<file path="src/rtl/direction_cmd_queue.sv">
// rtl/direction_cmd_queue.sv - button sync/debounce/edge/encode feeding a small direction command FIFO.
// Optional macro REVERSE_FILTER_EN drops pushes that directly reverse the reference direction.
module direction_cmd_queue #(
  parameter int DEBOUNCE_CYCLES = 1000000,
  parameter int CNT_W           = 20,
  parameter int DEPTH           = 4,
  parameter int PTR_W           = 2
) (
  input  logic             clk,
  input  logic             reset,
  input  logic             btn_up,
  input  logic             btn_down,
  input  logic             btn_left,
  input  logic             btn_right,
  input  logic             btn_pause,
  input  logic             pop,
  output logic [2:0]       cmd,
  output logic             cmd_valid,
  output logic [PTR_W:0]   count,
  output logic             overflow
);

  localparam logic [CNT_W-1:0] DEB_MAX  = CNT_W'(DEBOUNCE_CYCLES - 1);
  localparam logic [PTR_W:0]   FULL_CNT = (PTR_W+1)'(DEPTH);

  // Bit order: 0 up, 1 down, 2 left, 3 right, 4 pause.
  logic [4:0] btn_raw;
  assign btn_raw = {btn_pause, btn_right, btn_left, btn_down, btn_up};

  logic [4:0]       sync1_q, sync1_d, sync2_q, sync2_d;
  logic [4:0]       deb_q, deb_d, deb_dly_q, deb_dly_d, ev_q, ev_d;
  logic [CNT_W-1:0] cnt_q [5];
  logic [CNT_W-1:0] cnt_d [5];
  logic [2:0]       code_q, code_d;
  logic [2:0]       mem_q [DEPTH];
  logic [2:0]       mem_d [DEPTH];
  logic [PTR_W-1:0] wr_ptr_q, wr_ptr_d, rd_ptr_q, rd_ptr_d;
  logic [PTR_W:0]   count_q, count_d;
  logic             overflow_q, overflow_d;

  logic [PTR_W-1:0] tail_ptr;
  logic [2:0]       last_code;
  logic             nonempty, full, discard, push_req, pop_ok, push_ok;

  assign tail_ptr  = wr_ptr_q - PTR_W'(1);
  assign last_code = mem_q[tail_ptr];
  assign nonempty  = (count_q != '0);
  assign full      = (count_q == FULL_CNT);

`ifdef REVERSE_FILTER_EN
  logic [2:0] last_pop_q, last_pop_d;
  logic [2:0] ref_code;
  logic       is_reverse;

  // With an empty queue the last consumed direction is the reference.
  assign ref_code   = nonempty ? last_code : last_pop_q;
  assign is_reverse = (code_q == 3'd1 && ref_code == 3'd2) || (code_q == 3'd2 && ref_code == 3'd1) ||
                      (code_q == 3'd3 && ref_code == 3'd4) || (code_q == 3'd4 && ref_code == 3'd3);
  assign discard    = (nonempty && code_q == last_code) || is_reverse;
`else
  assign discard    = nonempty && (code_q == last_code);
`endif

  assign push_req = (code_q != 3'd0) && !discard;
  assign pop_ok   = pop && nonempty;
  assign push_ok  = push_req && (!full || pop_ok);

  always_comb begin
    sync1_d   = btn_raw;
    sync2_d   = sync1_q;
    deb_d     = deb_q;
    deb_dly_d = deb_q;
    ev_d      = deb_q & ~deb_dly_q;
    for (int i = 0; i < 5; i++) begin
      cnt_d[i] = '0;
      if (sync2_q[i] != deb_q[i]) begin
        if (cnt_q[i] == DEB_MAX) begin
          deb_d[i] = sync2_q[i];
        end else begin
          cnt_d[i] = cnt_q[i] + CNT_W'(1);
        end
      end
    end

    code_d = 3'd0;
    if (ev_q[4])      code_d = 3'd5;
    else if (ev_q[0]) code_d = 3'd1;
    else if (ev_q[1]) code_d = 3'd2;
    else if (ev_q[2]) code_d = 3'd3;
    else if (ev_q[3]) code_d = 3'd4;
  end

  always_comb begin
    mem_d      = mem_q;
    wr_ptr_d   = wr_ptr_q;
    rd_ptr_d   = rd_ptr_q;
    count_d    = count_q;
    overflow_d = push_req && full && !pop_ok;
`ifdef REVERSE_FILTER_EN
    last_pop_d = last_pop_q;
`endif
    if (push_ok) begin
      mem_d[wr_ptr_q] = code_q;
      wr_ptr_d        = wr_ptr_q + PTR_W'(1);
    end
    if (pop_ok) begin
      rd_ptr_d = rd_ptr_q + PTR_W'(1);
`ifdef REVERSE_FILTER_EN
      last_pop_d = mem_q[rd_ptr_q];
`endif
    end
    if (push_ok && !pop_ok)      count_d = count_q + 1'b1;
    else if (pop_ok && !push_ok) count_d = count_q - 1'b1;
  end

  always_ff @(posedge clk) begin
    if (reset) begin
      sync1_q    <= '0;
      sync2_q    <= '0;
      deb_q      <= '0;
      deb_dly_q  <= '0;
      ev_q       <= '0;
      code_q     <= '0;
      wr_ptr_q   <= '0;
      rd_ptr_q   <= '0;
      count_q    <= '0;
      overflow_q <= 1'b0;
      for (int i = 0; i < 5; i++) cnt_q[i] <= '0;
`ifdef REVERSE_FILTER_EN
      last_pop_q <= 3'd0;
`endif
    end else begin
      sync1_q    <= sync1_d;
      sync2_q    <= sync2_d;
      deb_q      <= deb_d;
      deb_dly_q  <= deb_dly_d;
      ev_q       <= ev_d;
      code_q     <= code_d;
      wr_ptr_q   <= wr_ptr_d;
      rd_ptr_q   <= rd_ptr_d;
      count_q    <= count_d;
      overflow_q <= overflow_d;
      for (int i = 0; i < 5; i++) cnt_q[i] <= cnt_d[i];
`ifdef REVERSE_FILTER_EN
      last_pop_q <= last_pop_d;
`endif
    end
  end

  // Storage needs no reset: the head is masked while the queue is empty.
  always_ff @(posedge clk) begin
    for (int i = 0; i < DEPTH; i++) mem_q[i] <= mem_d[i];
  end

  assign cmd       = nonempty ? mem_q[rd_ptr_q] : 3'd0;
  assign cmd_valid = nonempty;
  assign count     = count_q;
  assign overflow  = overflow_q;

endmodule

</file>
<file path="config.mk">
export PLATFORM = sky130hd
export DESIGN_NAME = direction_cmd_queue
export DESIGN_NICKNAME = d
export VERILOG_FILES = /design/src/rtl/direction_cmd_queue.sv
export SDC_FILE = /design/constraint.sdc
export NUM_CORES = 1
export LEC_CHECK = 0
export BUFFER_PORTS_ARGS = -buffer_cell sky130_fd_sc_hd__buf_2
export CORE_ASPECT_RATIO = 0.5
export CORE_UTILIZATION = 35
export CTS_CLUSTER_DIAMETER = 30
export CTS_CLUSTER_SIZE = 16
export DETAILED_ROUTE_END_ITERATION = 10
export HOLD_SLACK_MARGIN = 0.05
export PLACE_DENSITY = 0.5
export REMOVE_ABC_BUFFERS = 1
export SLEW_MARGIN = 20
export SYNTH_ARGS = -nofsm -noshare
export SYNTH_HDL_FRONTEND = slang
export SYNTH_SLANG_ARGS = --single-unit
</file>
<file path="constraint.sdc">
create_clock -name clk -period 8.1 [get_ports clk]
set_input_delay 0.405 -clock clk [delete_from_list [all_inputs] [get_ports clk]]
set_output_delay 0.405 -clock clk [all_outputs]
set_load 0.03 [all_outputs]
</file>
After elaboration in Yosys (flattened, before gate mapping). Memory sizes are Yosys's and may differ from the RTL's. Index checks and enable logic that the tools add are counted.

$add $sub $neg: 10. Order comparisons: 4. Eq/ne operators: 12. Mux-type cells: 35. Bitwise gates (word level): 10. Reduce and logical (&&, ||, !) cells: 23.

Operators by type and width (count): $mux W20 (15); $add A20 B1 Y20 const B (5); $eq A20 B20 Y1 const B (5); $mux W3 (13); $bmux W3 S2 (2); $bwmux W12 (1); $reduce_and A2 Y1 (5); $ge A3 B3 Y1 const B (3); $logic_and A1 B1 Y1 (9); $not A2 Y3 (3); $demux W3 S2 (1); $reduce_bool A3 Y1 (2); $and A5 B5 Y5 (1); $ne A1 B1 Y1 (5); $not A5 Y5 (1); $or A1 B1 Y1 (5); $add A2 B1 Y2 const B (2); $logic_not A1 Y1 (4); $add A3 B1 Y3 const B (1); $eq A3 B3 Y1 (1); $eq A3 B3 Y1 const B (1); $lt A3 B1 Y1 const B (1); $mux W1 (3); $reduce_or A3 Y1 (1); other kinds (4) (4).

Register bits: 48. RAM bits: 100. Output and inout port bits: 8. Word-level logic and storage cells: 114. Memories: 1.

Memory list: cnt_q (depth 5, width 20, rd ports 5, clocked after memory_dff 0, write ports 5, line 32) `logic [CNT_W-1:0] cnt_q [5];`.

Depth between registers and ports, before layout. Gate-level depths: netlist of run 1.

Word-level depth: 14. Gate-level depth with buffers: 13. Gate-level depth less buffers: 12.

Worst setup path before layout of run 1. OpenSTA, ideal clock, no wires.

Path kind: register to register. Start point: reg wr_ptr_q[0]. End point: reg count_q[2] (netlist: count[2]). Setup time: 0.071 ns. Arrival time: 2.806 ns. Path slack: 5.224 ns. Cell stages (with the launch flop): 14. Path buffers: 1. Period minus slack after synthesis: 2.876 ns. Cell sequence: dfxtp_1 inv_1 ha_1 mux4_1 xnor2_1 nand4_1 and3_1 buf_6 ha_1 inv_1 fa_1 xor2_1 or3_1 a21oi_1.

Cells in the longest elaborated chain, start to end: 13.

Ends and longest elaborated chain: start: declaration (line 37) `logic [PTR_W-1:0] wr_ptr_q, wr_ptr_d, rd_ptr_q, rd_ptr_d;`; start signal: assignment (line 139) `wr_ptr_q <= wr_ptr_d;`; $sub A2 B1 Y2 * (line 45) `assign tail_ptr = wr_ptr_q - PTR_W'(1);`; net tail_ptr[0] (line 41) `logic [PTR_W-1:0] tail_ptr;`; $not A2 Y3 (not written as such) * (line 46) `assign last_code = mem_q[tail_ptr];`; $bmux W3 S2 * (line 46); $mux W3 (not written as such) * (2 in series) (line 46); $eq A3 B3 Y1 * (line 61) `assign discard = nonempty && (code_q == last_code);`; $logic_and A1 B1 Y1 * (line 61); $logic_not A1 Y1 * (line 64) `assign push_req = (code_q != 3'd0) && !discard;`; $logic_and A1 B1 Y1 * (line 64); $logic_and A1 B1 Y1 * (line 66) `assign push_ok = push_req && (!full || pop_ok);`; net push_ok (line 43) `logic nonempty, full, discard, push_req, pop_ok, push_ok;`; $logic_not A1 Y1 (line 113) `else if (pop_ok && !push_ok) count_d = count_q - 1'b1;`; $logic_and A1 B1 Y1 (line 113); $reduce_bool A2 Y1 (no line); end signal: assignment (line 141) `count_q <= count_d;`; end: declaration (line 38) `logic [PTR_W:0] count_q, count_d;`.

The timed path passes the listed nets; every way through them passes the cells marked *. The select of a mux whose other input is x is not followed. A chain may end at the register's enable or synchronous reset.

Final worst setup path of run 1.
Start point: reg wr_ptr_q[0]. End point: reg count_q[2] (netlist: count[2]).

Cells in the longest elaborated chain, start to end: 13.

Ends and longest elaborated chain (line): $sub A2 B1 Y2 * (45); net tail_ptr[0] (41); $not A2 Y3 (not written as such) * (46); $bmux W3 S2 * (46); $mux W3 (not written as such) * (2 in series) (46); $eq A3 B3 Y1 * (61); $logic_and A1 B1 Y1 * (61); $logic_not A1 Y1 * (64); $logic_and A1 B1 Y1 * (64); $logic_and A1 B1 Y1 * (66); $logic_not A1 Y1 (113); $logic_and A1 B1 Y1 (113); $reduce_bool A2 Y1 (no line).

Marks and branches as above.

==> impl_metrics.xml, run 1 <==
<?xml version="1.0" encoding="UTF-8"?>
<metrics>
  <group name="outcome">
    <metric name="outcome" unit="">complete, no violations</metric>
  </group>
  <group name="die">
    <metric name="design.core.area" unit="mm^2">0.0168</metric>
    <metric name="x_dimension_of_the_die" unit="um">190</metric>
    <metric name="initial_utilization" unit="">0.368</metric>
    <metric name="core.rowCount" unit="">33</metric>
    <metric name="die_area" unit="mm^2">0.0182</metric>
    <metric name="top_level_ports" unit="">16</metric>
    <metric name="fp.dieH" unit="um">96.0</metric>
  </group>
  <group name="pwr">
    <metric name="power_per_cell_area" unit="mW/mm^2">246</metric>
    <metric name="switching_power_total" unit="mW">0.405</metric>
    <metric name="leakagePower" unit="nW">2.35</metric>
    <metric name="post-layout-total-power" unit="mW">1.75</metric>
    <metric name="sequential_power_share" unit="">0.433</metric>
    <metric name="clock_power_share" unit="">0.500</metric>
    <metric name="power.internal" unit="mW">1.35</metric>
    <metric name="p_sw_frac" unit="">0.231</metric>
    <metric name="peak_ir_drop_on_the_vdd_network" unit="mV">0.202</metric>
    <metric name="combPwrFrac" unit="">0.067</metric>
  </group>
  <group name="synth">
    <metric name="ys_types" unit="">39</metric>
    <metric name="synth.ff_latch_count" unit="">148</metric>
    <metric name="synth-warning-count" unit="">0</metric>
    <metric name="netlist.area_leader.share" unit="">0.441</metric>
    <metric name="postSynthAreaPerCell" unit="um^2">9.53</metric>
    <metric name="share_of_the_yosys_chip_area_belonging_to_registers" unit="">0.499</metric>
    <metric name="netlist_instances" unit="">648</metric>
    <metric name="netlist.top_cell.by_area" unit="">sky130_fd_sc_hd__dfxtp_1</metric>
    <metric name="syn_area" unit="mm^2">0.00618</metric>
    <metric name="synth_top_cells_by_area" unit="">sky130_fd_sc_hd__dfxtp_1 44%, sky130_fd_sc_hd__nor2_1 8.4%, sky130_fd_sc_hd__xnor2_1 7.8%, sky130_fd_sc_hd__xor2_1 6.7%, sky130_fd_sc_hd__edfxtp_1 5.8%</metric>
  </group>
  <group name="sta">
    <metric name="final-max-slew-violation-count" unit="">0</metric>
    <metric name="finalCritPeriodShare" unit="">0.402</metric>
    <metric name="rsz_0062_raised_after_global_routing" unit="">no</metric>
    <metric name="worst_clk_skew" unit="ns">0.00898</metric>
    <metric name="total_neg_setup_slack" unit="ns">0</metric>
    <metric name="max_clock_freq" unit="MHz">307</metric>
    <metric name="finalSetupViolations" unit="">0</metric>
    <metric name="min_tclk_post_route" unit="ns">3.25</metric>
    <metric name="slew_headroom" unit="">0.402</metric>
    <metric name="final-hold-violation-count" unit="">0</metric>
    <metric name="postLayoutSetupSlackWorst" unit="ns">4.85</metric>
    <metric name="worstMarginPinSlew" unit="ns">0.889</metric>
  </group>
  <group name="place">
    <metric name="place_inst" unit="">874</metric>
    <metric name="dpl_cell_area" unit="mm^2">0.00646</metric>
    <metric name="place.port_buffers" unit="">15</metric>
    <metric name="gp_congestion" unit="">0.738</metric>
    <metric name="placement.setup.worst_slack" unit="ns">4.87</metric>
    <metric name="place_hpwl" unit="mm">6.91</metric>
  </group>
  <group name="global_routing">
    <metric name="first_global_vias" unit="">3759</metric>
    <metric name="grt_pass1_wl" unit="mm">17.8</metric>
    <metric name="grt-ovfl-total" unit="">0</metric>
    <metric name="globalRouteMet3Util" unit="">0.0361</metric>
    <metric name="grt.met1_usage" unit="">0.166</metric>
    <metric name="grt.total_usage" unit="">0.123</metric>
    <metric name="globalRouteMet2Util" unit="">0.185</metric>
    <metric name="maximum_number_of_pins_on_one_net_before_global_route_repair" unit="">39</metric>
    <metric name="grt_most_used_layer" unit="">met2</metric>
    <metric name="antenna_found_initial" unit="">0</metric>
  </group>
  <group name="layout">
    <metric name="seq_area" unit="mm^2">0.00308</metric>
    <metric name="final.fill_count" unit="">1644</metric>
    <metric name="antennaDiodeCount" unit="">0</metric>
    <metric name="finalInstanceArea" unit="mm^2">0.00712</metric>
    <metric name="area_delta_synth_final" unit="%">15.3</metric>
    <metric name="multi_input_area" unit="mm^2">0.00295</metric>
    <metric name="layout_cells_sized_above_1" unit="">0.0766</metric>
    <metric name="nNetsFinal" unit="">685</metric>
    <metric name="number_of_cells_in_the_finished_layout_apart_from_fillers" unit="">906</metric>
  </group>
  <group name="min_path">
    <metric name="min_delay_worst_endpoint" unit="">sync1_q[0]</metric>
    <metric name="min-delay-path-class" unit="">in -&gt; reg</metric>
    <metric name="worstHoldStart" unit="">btn_up</metric>
    <metric name="hold_depth" unit="">2</metric>
  </group>
  <group name="worst_setup_path">
    <metric name="r2r.worst_path.cells" unit="">12</metric>
    <metric name="critical_path_required" unit="ns">8.44</metric>
    <metric name="worst_setup_path_end_kind" unit="">register</metric>
    <metric name="rrSetupSlack" unit="ns">4.85</metric>
    <metric name="delay_of_the_slowest_cell_on_the_worst_path" unit="ns">0.50</metric>
    <metric name="cp-start-kind" unit="">register</metric>
    <metric name="r2r-start" unit="">wr_ptr_q[0]</metric>
    <metric name="worstReg2RegEnd" unit="">count[2]</metric>
    <metric name="largest_fanout_on_the_critical_path" unit="">7</metric>
    <metric name="cp_top_family" unit="">adder cells</metric>
    <metric name="cp_slowest_cell" unit="">sky130_fd_sc_hd__dfxtp_1</metric>
    <metric name="worst-setup-path-type" unit="">reg -&gt; reg</metric>
    <metric name="worstPathBufferInverterCount" unit="">2</metric>
    <metric name="worstPathCellList" unit="">inv_1, ha_1, mux4_1, xnor2_1, nand4_1, and3_1, ha_1, inv_1, fa_1, xor2_1, or3_1, a21oi_1</metric>
    <metric name="cp.arrival" unit="ns">3.59</metric>
  </group>
  <group name="flow_run">
    <metric name="timing.max_cap.violations" unit="">0</metric>
  </group>
  <group name="cts">
    <metric name="tritoncts" unit="">done</metric>
    <metric name="cts_buffer_depth" unit="">2</metric>
    <metric name="cts-resized-gates" unit="">0</metric>
    <metric name="clk-insertion-delay-late" unit="ns">0.41</metric>
    <metric name="htreeDepth" unit="">4</metric>
    <metric name="clk_pin_slew" unit="ns">0.06</metric>
    <metric name="post_cts_hold_buffer_count" unit="">0</metric>
    <metric name="cts.repair_timing.setup_buffer_count" unit="">0</metric>
    <metric name="cts_made_buffers" unit="">17</metric>
    <metric name="cts.sinks" unit="">148</metric>
    <metric name="clock-root-buffer" unit="">sky130_fd_sc_hd__clkbuf_16</metric>
  </group>
  <group name="drt">
    <metric name="first_pass_iters" unit="">4</metric>
    <metric name="route.final.wire_length" unit="mm">10.5</metric>
    <metric name="initialDrtViolationCount" unit="">216</metric>
    <metric name="routedWlPerCell" unit="um">11.6</metric>
    <metric name="post_drt_via_cell_ratio" unit="">4.57</metric>
    <metric name="drt_drc_violations_left" unit="">0</metric>
    <metric name="total_number_of_vias" unit="">4140</metric>
    <metric name="antenna_violating_nets_post_route" unit="">0</metric>
  </group>
</metrics>
-- routing by layer --
| layer | vias up | part of all wire |
|---|---|---|
| met4 | 0 | 0.0070 |
| met1 | 1892 | 0.56 |
| met2 | 39 | 0.41 |
| li1 | 2204 | - |
| met5 | - | 0 |
| met3 | 5 | 0.027 |
-- worst max path at each step --
stage / start / endpoint / slack (ns) / cells after the start
2_1_floorplan: wr_ptr_q[0] / count[2] / 5.19 / 12
3_3_place_gp: wr_ptr_q[0] / count[2] / 4.99 / 12
3_5_place_dp: wr_ptr_q[0] / count[2] / 4.87 / 12
4_1_cts: wr_ptr_q[0] / count[2] / 4.81 / 12
5_1_grt: wr_ptr_q[0] / count[2] / 4.63 / 12
6_report: wr_ptr_q[0] / count[2] / 4.85 / 12
-- worst reg2reg max path, stage by stage, from the launching register on --
cell and delay [ns]:
sky130_fd_sc_hd__dfxtp_1 0.50, sky130_fd_sc_hd__inv_1 0.14, sky130_fd_sc_hd__ha_1 0.38, sky130_fd_sc_hd__mux4_1 0.32, sky130_fd_sc_hd__xnor2_1 0.14, sky130_fd_sc_hd__nand4_1 0.10, sky130_fd_sc_hd__and3_1 0.32, sky130_fd_sc_hd__ha_1 0.23
sky130_fd_sc_hd__inv_1 0.06, sky130_fd_sc_hd__fa_1 0.37, sky130_fd_sc_hd__xor2_1 0.16, sky130_fd_sc_hd__or3_1 0.30, sky130_fd_sc_hd__a21oi_1 0.14
-- cell families after synthesis --
group                    after synthesis  synth area share
AO/OA/AOI/OAI                          4           0.00344
XOR/XNOR                             102             0.145
multiplexers                          14            0.0375
adder cells (fa/ha/maj)               11            0.0235
flip-flops                           148             0.499
buffers and inverters                 35            0.0237
AND/OR/NAND/NOR                      334             0.268
-- state kept, by name, summed over array words and instances, names as in the netlist --
signal and cells:
cnt_q 100, mem_q 12, deb_dly_d 5, deb_dly_q 5, ev_q 5, sync1_q 5, sync2_q 5, code_q 3
count 3, rd_ptr_q 2, wr_ptr_q 2, overflow 1
-- cell usage in the layout, fill, tap and decap left out, types with 2 or more instances in the layout --
master                       count
sky130_fd_sc_hd__a21oi_1         2
sky130_fd_sc_hd__and2_1          9
sky130_fd_sc_hd__and3_1         15
sky130_fd_sc_hd__and4_1          9
sky130_fd_sc_hd__and4b_1         2
sky130_fd_sc_hd__buf_2          15
sky130_fd_sc_hd__bufinv_16       5
sky130_fd_sc_hd__clkbuf_16      17
sky130_fd_sc_hd__clkinvlp_4      2
sky130_fd_sc_hd__dfxtp_1       136
sky130_fd_sc_hd__edfxtp_1       12
sky130_fd_sc_hd__ha_1           10
sky130_fd_sc_hd__inv_1          18
sky130_fd_sc_hd__inv_6           3
sky130_fd_sc_hd__mux2i_1         7
sky130_fd_sc_hd__mux4_1          3
sky130_fd_sc_hd__mux4_2          3
sky130_fd_sc_hd__nand2_1        31
sky130_fd_sc_hd__nand2b_1        3
sky130_fd_sc_hd__nand3_1        38
sky130_fd_sc_hd__nand4_1        21
sky130_fd_sc_hd__nor2_1        139
sky130_fd_sc_hd__nor2b_1        23
sky130_fd_sc_hd__nor3_1         13
sky130_fd_sc_hd__nor4_1         10
sky130_fd_sc_hd__nor4b_1         4
sky130_fd_sc_hd__or2_1           2
sky130_fd_sc_hd__or3_1           9
sky130_fd_sc_hd__xnor2_1        55
sky130_fd_sc_hd__xor2_1         47
-- final cells by class --
class	count	area share
clock buffer	19	0.0622
clock inverter	13	0.0306
inverter	19	0.0100
multi-input combinational	465	0.414
sequential	148	0.433
tap	227	0.0399
timing repair buffer	15	0.0105
-- synth_stat cells --
cell type and count:
sky130_fd_sc_hd__nor2_1 139, sky130_fd_sc_hd__dfxtp_1 136, sky130_fd_sc_hd__xnor2_1 55, sky130_fd_sc_hd__xor2_1 47, sky130_fd_sc_hd__nand3_1 38, sky130_fd_sc_hd__nand2_1 31
sky130_fd_sc_hd__nor2b_1 23, sky130_fd_sc_hd__nand4_1 21, sky130_fd_sc_hd__inv_1 18, sky130_fd_sc_hd__and3_1 15, sky130_fd_sc_hd__nor3_1 13, sky130_fd_sc_hd__edfxtp_1 12
sky130_fd_sc_hd__ha_1 10, sky130_fd_sc_hd__nor4_1 10, sky130_fd_sc_hd__and2_1 9, sky130_fd_sc_hd__and4_1 9, sky130_fd_sc_hd__clkbuf_1 9, sky130_fd_sc_hd__or3_1 9
sky130_fd_sc_hd__mux2i_1 7, sky130_fd_sc_hd__buf_2 6, sky130_fd_sc_hd__nor4b_1 4, sky130_fd_sc_hd__mux4_1 3, sky130_fd_sc_hd__mux4_2 3, sky130_fd_sc_hd__nand2b_1 3
sky130_fd_sc_hd__a21oi_1 2, sky130_fd_sc_hd__and4b_1 2, sky130_fd_sc_hd__or2_1 2, sky130_fd_sc_hd__a31oi_1 1, sky130_fd_sc_hd__buf_6 1, sky130_fd_sc_hd__clkinv_1 1
sky130_fd_sc_hd__fa_1 1, sky130_fd_sc_hd__mux2_4 1, sky130_fd_sc_hd__nand3b_1 1, sky130_fd_sc_hd__nor3b_1 1, sky130_fd_sc_hd__nor4_2 1, sky130_fd_sc_hd__nor4bb_1 1
sky130_fd_sc_hd__o21ai_0 1, sky130_fd_sc_hd__or4_1 1, sky130_fd_sc_hd__or4b_2 1
-- power groups by stage --
stage               logic [mW]  registers (mW)  clock network, mW
floorplan               0.0749           0.784                  0
global placement         0.118           0.775                  0
detailed placement       0.119           0.776                  0
CTS                      0.119           0.760              0.903
global route             0.128           0.762              0.935
finish                   0.117           0.760              0.876
-- metrics by stage --
step	hold slack, ns	util
2_1_floorplan	0.367	-
3_3_place_gp	0.372	0.385
3_5_place_dp	0.374	0.385
4_1_cts	0.215	0.424
5_1_grt	0.205	0.424
6_report	0.221	0.424
Power figures use the tool's default switching activity.
==> run 2, diff against run 1 <==
--- a/config.mk
+++ b/config.mk
@@ -12,7 +12,7 @@
 export CTS_CLUSTER_SIZE = 16
 export DETAILED_ROUTE_END_ITERATION = 10
 export HOLD_SLACK_MARGIN = 0.05
-export PLACE_DENSITY = 0.5
+export PLACE_DENSITY = 0.52
 export REMOVE_ABC_BUFFERS = 1
 export SLEW_MARGIN = 20
 export SYNTH_ARGS = -nofsm -noshare
==> constraint.sdc (replaced) <==
create_clock -name clk -period 2.9 [get_ports clk]
set_input_delay 0.145 -clock clk [delete_from_list [all_inputs] [get_ports clk]]
set_output_delay 0.145 -clock clk [all_outputs]
set_load 0.03 [all_outputs]
==> impl_metrics.xml, run 2 (same netlist as run 1, synthesis figures left out) <==
<?xml version="1.0" encoding="UTF-8"?>
<metrics>
  <group name="outcome">
    <metric name="outcome" unit="">complete, no violations</metric>
  </group>
  <group name="drt">
    <metric name="drt_drc_violations_left" unit="">0</metric>
    <metric name="routedWlPerCell" unit="um">11.7</metric>
    <metric name="post_drt_via_cell_ratio" unit="">4.61</metric>
    <metric name="first_pass_iters" unit="">4</metric>
    <metric name="total_number_of_vias" unit="">4235</metric>
    <metric name="antenna_violating_nets_post_route" unit="">0</metric>
    <metric name="route.final.wire_length" unit="mm">10.7</metric>
    <metric name="initialDrtViolationCount" unit="">281</metric>
  </group>
  <group name="pwr">
    <metric name="power_per_cell_area" unit="mW/mm^2">676</metric>
    <metric name="peak_ir_drop_on_the_vdd_network" unit="mV">0.397</metric>
    <metric name="leakagePower" unit="nW">2.40</metric>
    <metric name="post-layout-total-power" unit="mW">4.91</metric>
  </group>
  <group name="place">
    <metric name="place_hpwl" unit="mm">7.21</metric>
    <metric name="place.port_buffers" unit="">15</metric>
    <metric name="gp_congestion" unit="">0.745</metric>
    <metric name="dpl_cell_area" unit="mm^2">0.00651</metric>
    <metric name="place_inst" unit="">880</metric>
    <metric name="placement.setup.worst_slack" unit="ns">0.107</metric>
  </group>
  <group name="die">
    <metric name="fp.dieH" unit="um">96.0</metric>
    <metric name="initial_utilization" unit="">0.368</metric>
    <metric name="die_area" unit="mm^2">0.0182</metric>
    <metric name="x_dimension_of_the_die" unit="um">190</metric>
    <metric name="design.core.area" unit="mm^2">0.0168</metric>
    <metric name="top_level_ports" unit="">16</metric>
    <metric name="core.rowCount" unit="">33</metric>
  </group>
  <group name="sta">
    <metric name="postLayoutSetupSlackWorst" unit="ns">0.188</metric>
    <metric name="final-max-slew-violation-count" unit="">0</metric>
    <metric name="max_clock_freq" unit="MHz">369</metric>
    <metric name="finalSetupViolations" unit="">0</metric>
    <metric name="min_tclk_post_route" unit="ns">2.71</metric>
    <metric name="worstMarginPinSlew" unit="ns">0.859</metric>
    <metric name="finalHoldWorstSlack" unit="ns">0.157</metric>
    <metric name="slew_headroom" unit="">0.422</metric>
    <metric name="worst_clk_skew" unit="ns">0.0127</metric>
    <metric name="total_neg_setup_slack" unit="ns">0</metric>
    <metric name="finalCritPeriodShare" unit="">0.935</metric>
    <metric name="final-hold-violation-count" unit="">0</metric>
  </group>
  <group name="layout">
    <metric name="top_regs" unit="">cnt_q (100), mem_q (12)</metric>
    <metric name="registers.top_by_ff_count" unit="">cnt_q</metric>
    <metric name="antennaDiodeCount" unit="">0</metric>
    <metric name="layout_cells_sized_above_1" unit="">0.0955</metric>
    <metric name="finalInstanceArea" unit="mm^2">0.00725</metric>
    <metric name="final_core_utilization" unit="">0.432</metric>
    <metric name="layout.cells.most_common_list" unit="">139 x sky130_fd_sc_hd__nor2_1, 135 x sky130_fd_sc_hd__dfxtp_1, 55 x sky130_fd_sc_hd__xnor2_1, 47 x sky130_fd_sc_hd__xor2_1, 38 x sky130_fd_sc_hd__nand3_1</metric>
    <metric name="final.fill_count" unit="">1593</metric>
    <metric name="number_of_flip_flops_under_the_largest_register_name" unit="">100</metric>
    <metric name="area_delta_synth_final" unit="%">17.4</metric>
    <metric name="nNetsFinal" unit="">697</metric>
    <metric name="number_of_cells_in_the_finished_layout_apart_from_fillers" unit="">918</metric>
    <metric name="layout_commonest_cell" unit="">sky130_fd_sc_hd__nor2_1</metric>
  </group>
  <group name="worst_setup_path">
    <metric name="cp_slowest_cell" unit="">sky130_fd_sc_hd__fa_1</metric>
    <metric name="r2r.worst_path.cells" unit="">12</metric>
    <metric name="cp.arrival" unit="ns">3.05</metric>
    <metric name="worstPathCellList" unit="">inv_1, ha_4, mux4_2, xnor2_1, nand4_1, and3_4, ha_2, inv_1, fa_1, xor2_1, or3_1, a21oi_1</metric>
    <metric name="worst_setup_path_end_kind" unit="">register</metric>
    <metric name="worst-setup-path-type" unit="">reg -&gt; reg</metric>
    <metric name="r2r-start" unit="">wr_ptr_q[1]</metric>
    <metric name="worstReg2RegEnd" unit="">count[2]</metric>
    <metric name="worstPathBufferInverterCount" unit="">2</metric>
    <metric name="cp-start-kind" unit="">register</metric>
    <metric name="critical_path_required" unit="ns">3.24</metric>
    <metric name="rrSetupSlack" unit="ns">0.19</metric>
    <metric name="largest_fanout_on_the_critical_path" unit="">4</metric>
    <metric name="cp_top_family" unit="">adder cells</metric>
    <metric name="delay_of_the_slowest_cell_on_the_worst_path" unit="ns">0.37</metric>
    <metric name="worst_path_most_repeated_cell" unit="">sky130_fd_sc_hd__inv_1</metric>
  </group>
  <group name="min_path">
    <metric name="min_delay_worst_endpoint" unit="">count[0]</metric>
    <metric name="min-delay-path-class" unit="">in -&gt; reg</metric>
    <metric name="hold_depth" unit="">2</metric>
    <metric name="worstHoldStart" unit="">reset</metric>
  </group>
  <group name="cts">
    <metric name="cts_made_buffers" unit="">17</metric>
    <metric name="clock-root-buffer" unit="">sky130_fd_sc_hd__clkbuf_16</metric>
    <metric name="cts.sinks" unit="">148</metric>
    <metric name="cts.repair_timing.setup_buffer_count" unit="">0</metric>
    <metric name="clk-insertion-delay-late" unit="ns">0.41</metric>
    <metric name="clk_pin_slew" unit="ns">0.06</metric>
    <metric name="htreeDepth" unit="">4</metric>
    <metric name="cts_buffer_depth" unit="">2</metric>
    <metric name="tritoncts" unit="">done</metric>
  </group>
  <group name="global_routing">
    <metric name="maximum_number_of_pins_on_one_net_before_global_route_repair" unit="">23</metric>
    <metric name="first_global_vias" unit="">4075</metric>
    <metric name="antenna_found_initial" unit="">0</metric>
    <metric name="grt-ovfl-total" unit="">0</metric>
    <metric name="grt_pass1_wl" unit="mm">18.9</metric>
    <metric name="grt.total_usage" unit="">0.131</metric>
  </group>
  <group name="flow_run">
    <metric name="timing.max_cap.violations" unit="">0</metric>
  </group>
</metrics>
[run 2: cell count changes in the layout (fill, tap and decap cells not counted), moves of 2 or more]
cell / change
sky130_fd_sc_hd__inv_6: -3
sky130_fd_sc_hd__clkinv_4: +2
sky130_fd_sc_hd__mux4_2: +3
sky130_fd_sc_hd__ha_1: -2
sky130_fd_sc_hd__buf_4: +5
sky130_fd_sc_hd__dlygate4sd3_1: +6
sky130_fd_sc_hd__mux4_1: -3
sky130_fd_sc_hd__clkbuf_16: +2
[run 2: metal layers]
metal / track usage / vias to the layer above / routed length, um
met1: 0.170 / 1972 / 5770
met2: 0.205 / 24 / 4620
met4: 0.0504 / 0 / 108
li1: - / 2228 / -
met3: 0.0401 / 11 / 255
met5: 0 / - / 0
[run 2: worst max-delay path by stage]
stage / cells after the start / slack [ns] / start / end
6_report: 12 / 0.19 / wr_ptr_q[1] / count[2]
5_1_grt: 12 / -0.001 / wr_ptr_q[1] / count[2]
4_1_cts: 12 / 0.1 / wr_ptr_q[0] / count[2]
3_5_place_dp: 12 / 0.11 / wr_ptr_q[0] / count[2]
3_3_place_gp: 12 / 0.15 / wr_ptr_q[0] / count[2]
2_1_floorplan: 12 / -0.009 / wr_ptr_q[0] / count[2]
[run 2: report_power, final]
group	total, mW	internal (mW)	switching (mW)	leakage [nW]
Sequential	2.12	2.09	0.0329	1.21
Combinational	0.351	0.123	0.228	0.865
Clock	2.44	1.59	0.842	0.323
[run 2: final cells by class]
cell class	count	area, um^2	area share
tap	227	284	0.0392
multi-input combinational	465	2960	0.408
clock inverter	10	166	0.0229
sequential	148	3080	0.425
inverter	19	71.3	0.00983
clock buffer	22	507	0.0699
timing repair buffer	27	184	0.0254
[run 2: timing repair]
action,4_1_cts,5_1_grt
endpoints found under the hold margin,6,0
gates resized for setup,0,9
hold buffers,6,0
endpoints found under the setup margin,0,1
==> run 3, diff against run 2 <==
--- a/config.mk
+++ b/config.mk
@@ -11,6 +11,7 @@
 export CTS_CLUSTER_DIAMETER = 30
 export CTS_CLUSTER_SIZE = 16
 export DETAILED_ROUTE_END_ITERATION = 10
+export GPL_TIMING_DRIVEN = 0
 export HOLD_SLACK_MARGIN = 0.05
 export PLACE_DENSITY = 0.52
 export REMOVE_ABC_BUFFERS = 1
==> impl_metrics.xml, run 3 (same netlist as run 1, synthesis figures left out) <==
<?xml version="1.0" encoding="UTF-8"?>
<metrics>
  <group name="outcome">
    <metric name="outcome" unit="">complete, no violations</metric>
  </group>
  <group name="layout">
    <metric name="registers.top_by_ff_count" unit="">cnt_q</metric>
    <metric name="layout.cells.most_common_list" unit="">139 x sky130_fd_sc_hd__nor2_1, 134 x sky130_fd_sc_hd__dfxtp_1, 54 x sky130_fd_sc_hd__xnor2_1, 47 x sky130_fd_sc_hd__xor2_1, 38 x sky130_fd_sc_hd__nand3_1</metric>
    <metric name="layout_cells_sized_above_1" unit="">0.0974</metric>
    <metric name="number_of_flip_flops_under_the_largest_register_name" unit="">100</metric>
    <metric name="top_regs" unit="">cnt_q (100), mem_q (12)</metric>
    <metric name="finalInstanceArea" unit="mm^2">0.00728</metric>
    <metric name="layout_commonest_cell" unit="">sky130_fd_sc_hd__nor2_1</metric>
    <metric name="nNetsFinal" unit="">694</metric>
    <metric name="antennaDiodeCount" unit="">0</metric>
    <metric name="area_delta_synth_final" unit="%">17.8</metric>
  </group>
  <group name="pwr">
    <metric name="power_per_cell_area" unit="mW/mm^2">684</metric>
    <metric name="clock_power_share" unit="">0.504</metric>
    <metric name="switching_power_total" unit="mW">1.11</metric>
    <metric name="leakagePower" unit="nW">2.40</metric>
    <metric name="peak_ir_drop_on_the_vdd_network" unit="mV">0.371</metric>
    <metric name="power.internal" unit="mW">3.88</metric>
    <metric name="post-layout-total-power" unit="mW">4.98</metric>
    <metric name="sequential_power_share" unit="">0.426</metric>
    <metric name="combPwrFrac" unit="">0.071</metric>
    <metric name="p_sw_frac" unit="">0.222</metric>
  </group>
  <group name="worst_setup_path">
    <metric name="largest_fanout_on_the_critical_path" unit="">4</metric>
    <metric name="critical_path_required" unit="ns">3.24</metric>
    <metric name="r2r-start" unit="">wr_ptr_q[0]</metric>
    <metric name="worst-setup-path-type" unit="">reg -&gt; reg</metric>
    <metric name="crit_start" unit="">wr_ptr_q[0]</metric>
    <metric name="cp-start-kind" unit="">register</metric>
    <metric name="worstReg2RegEnd" unit="">count[2]</metric>
    <metric name="cp.arrival" unit="ns">3.08</metric>
    <metric name="worstSetupEndpoint" unit="">count[2]</metric>
    <metric name="rrSetupSlack" unit="ns">0.16</metric>
    <metric name="r2r.worst_path.cells" unit="">12</metric>
    <metric name="worst_setup_path_end_kind" unit="">register</metric>
  </group>
  <group name="place">
    <metric name="place_hpwl" unit="mm">6.95</metric>
    <metric name="place.port_buffers" unit="">15</metric>
    <metric name="dpl_cell_area" unit="mm^2">0.00646</metric>
    <metric name="gp_congestion" unit="">0.773</metric>
  </group>
  <group name="cts">
    <metric name="clk_pin_slew" unit="ns">0.06</metric>
    <metric name="clk-insertion-delay-late" unit="ns">0.41</metric>
    <metric name="cts.sinks" unit="">148</metric>
    <metric name="clock-root-buffer" unit="">sky130_fd_sc_hd__clkbuf_16</metric>
    <metric name="cts_buffer_depth" unit="">2</metric>
    <metric name="cts_made_buffers" unit="">17</metric>
    <metric name="htreeDepth" unit="">4</metric>
    <metric name="tritoncts" unit="">done</metric>
  </group>
  <group name="drt">
    <metric name="total_number_of_vias" unit="">4228</metric>
    <metric name="initialDrtViolationCount" unit="">207</metric>
    <metric name="first_pass_iters" unit="">6</metric>
    <metric name="routedWlPerCell" unit="um">11.4</metric>
    <metric name="antenna_violating_nets_post_route" unit="">0</metric>
    <metric name="drt_drc_violations_left" unit="">0</metric>
    <metric name="post_drt_via_cell_ratio" unit="">4.62</metric>
    <metric name="route.final.wire_length" unit="mm">10.4</metric>
  </group>
  <group name="global_routing">
    <metric name="antenna_found_initial" unit="">0</metric>
    <metric name="first_global_vias" unit="">3931</metric>
    <metric name="maximum_number_of_pins_on_one_net_before_global_route_repair" unit="">39</metric>
    <metric name="grt_pass1_wl" unit="mm">18.1</metric>
    <metric name="globalRouteMet3Util" unit="">0.0332</metric>
    <metric name="grt.total_usage" unit="">0.124</metric>
    <metric name="globalRouteMet2Util" unit="">0.196</metric>
    <metric name="grt.met1_usage" unit="">0.163</metric>
    <metric name="grt_most_used_layer" unit="">met2</metric>
    <metric name="grt-ovfl-total" unit="">0</metric>
  </group>
  <group name="flow_run">
    <metric name="timing.max_cap.violations" unit="">0</metric>
  </group>
  <group name="sta">
    <metric name="finalCritPeriodShare" unit="">0.946</metric>
    <metric name="final-hold-violation-count" unit="">0</metric>
    <metric name="max_clock_freq" unit="MHz">364</metric>
    <metric name="final-max-slew-violation-count" unit="">0</metric>
    <metric name="worstMarginPinSlew" unit="ns">0.794</metric>
    <metric name="worst_clk_skew" unit="ns">0.0143</metric>
    <metric name="min_tclk_post_route" unit="ns">2.74</metric>
    <metric name="finalSetupViolations" unit="">0</metric>
    <metric name="slew_headroom" unit="">0.466</metric>
  </group>
  <group name="die">
    <metric name="top_level_ports" unit="">16</metric>
    <metric name="fp.dieH" unit="um">96.0</metric>
    <metric name="die_area" unit="mm^2">0.0182</metric>
    <metric name="initial_utilization" unit="">0.368</metric>
    <metric name="core.rowCount" unit="">33</metric>
    <metric name="design.core.area" unit="mm^2">0.0168</metric>
    <metric name="x_dimension_of_the_die" unit="um">190</metric>
  </group>
  <group name="min_path">
    <metric name="hold_depth" unit="">2</metric>
    <metric name="min-delay-path-class" unit="">in -&gt; reg</metric>
  </group>
</metrics>
run 3: timing repair:
action | in CTS | in global routing
hold buffers | 6 | 0
hold endpoints to repair | 6 | 0
cloned | 0 | 0
gates resized for setup | 7 | 10
setup buffers | 2 | 1
pin swaps | 2 | 6
setup endpoints to repair | 2 | 1
run 3: per-layer routing:
| layer | vias up | routed length (um) |
|---|---|---|
| li1 | 2227 | - |
| met1 | 1952 | 5570 |
| met2 | 38 | 4490 |
| met3 | 11 | 262 |
| met4 | 0 | 100 |
| met5 | - | 0 |
run 3: worst min-delay path by stage:
stage	slack (ns)	from	to
2_1_floorplan	0.21	reset	code_q[0]
5_1_grt	0.28	reset	rd_ptr_q[1]
4_1_cts	0.25	reset	rd_ptr_q[1]
3_5_place_dp	0.37	btn_down	sync1_q[1]
6_report	0.25	reset	rd_ptr_q[1]
3_3_place_gp	0.36	btn_up	sync1_q[0]
run 3: area by class of cell:
cell class                 instances  area, um^2
tap                              227         284
timing repair buffer              24         170
multi-input combinational        465        2980
sequential                       148        3090
fill                            1595        9520
inverter                          19        71.3
clock inverter                    10         189
clock buffer                      22         497
run 3: power by group through the flow:
stage | Sequential (mW) | Combinational [mW] | Clock [mW]
floorplan | 2.19 | 0.209 | 0
global placement | 2.16 | 0.332 | 0
detailed placement | 2.17 | 0.337 | 0
CTS | 2.12 | 0.345 | 2.57
global route | 2.12 | 0.385 | 2.65
finish | 2.12 | 0.352 | 2.51
run 3: critical path, stage by stage (launching register included):
cell                      delay (ns)
sky130_fd_sc_hd__dfxtp_4        0.36
sky130_fd_sc_hd__inv_2          0.06
sky130_fd_sc_hd__ha_4           0.29
sky130_fd_sc_hd__mux4_2         0.32
sky130_fd_sc_hd__xnor2_2        0.15
sky130_fd_sc_hd__nand4_1        0.13
sky130_fd_sc_hd__and3_4         0.22
sky130_fd_sc_hd__ha_4           0.14
sky130_fd_sc_hd__inv_1          0.04
sky130_fd_sc_hd__fa_2           0.32
sky130_fd_sc_hd__xor2_1         0.15
sky130_fd_sc_hd__or3_1          0.36
sky130_fd_sc_hd__a21oi_2        0.12
run 3: through the flow:
step / setup TNS (ns) / setup slack (ns) / instances / utilization / hold slack (ns)
2_1_floorplan: -0.00858 / -0.00858 / 632 / - / 0.214
3_3_place_gp: -0.525 / -0.405 / 874 / 0.385 / 0.363
3_5_place_dp: -0.641 / -0.466 / 874 / 0.385 / 0.370
4_1_cts: 0 / 0.0335 / 914 / 0.432 / 0.251
5_1_grt: -0.00400 / -0.00400 / 915 / 0.433 / 0.284
6_report: 0 / 0.155 / 915 / 0.433 / 0.249
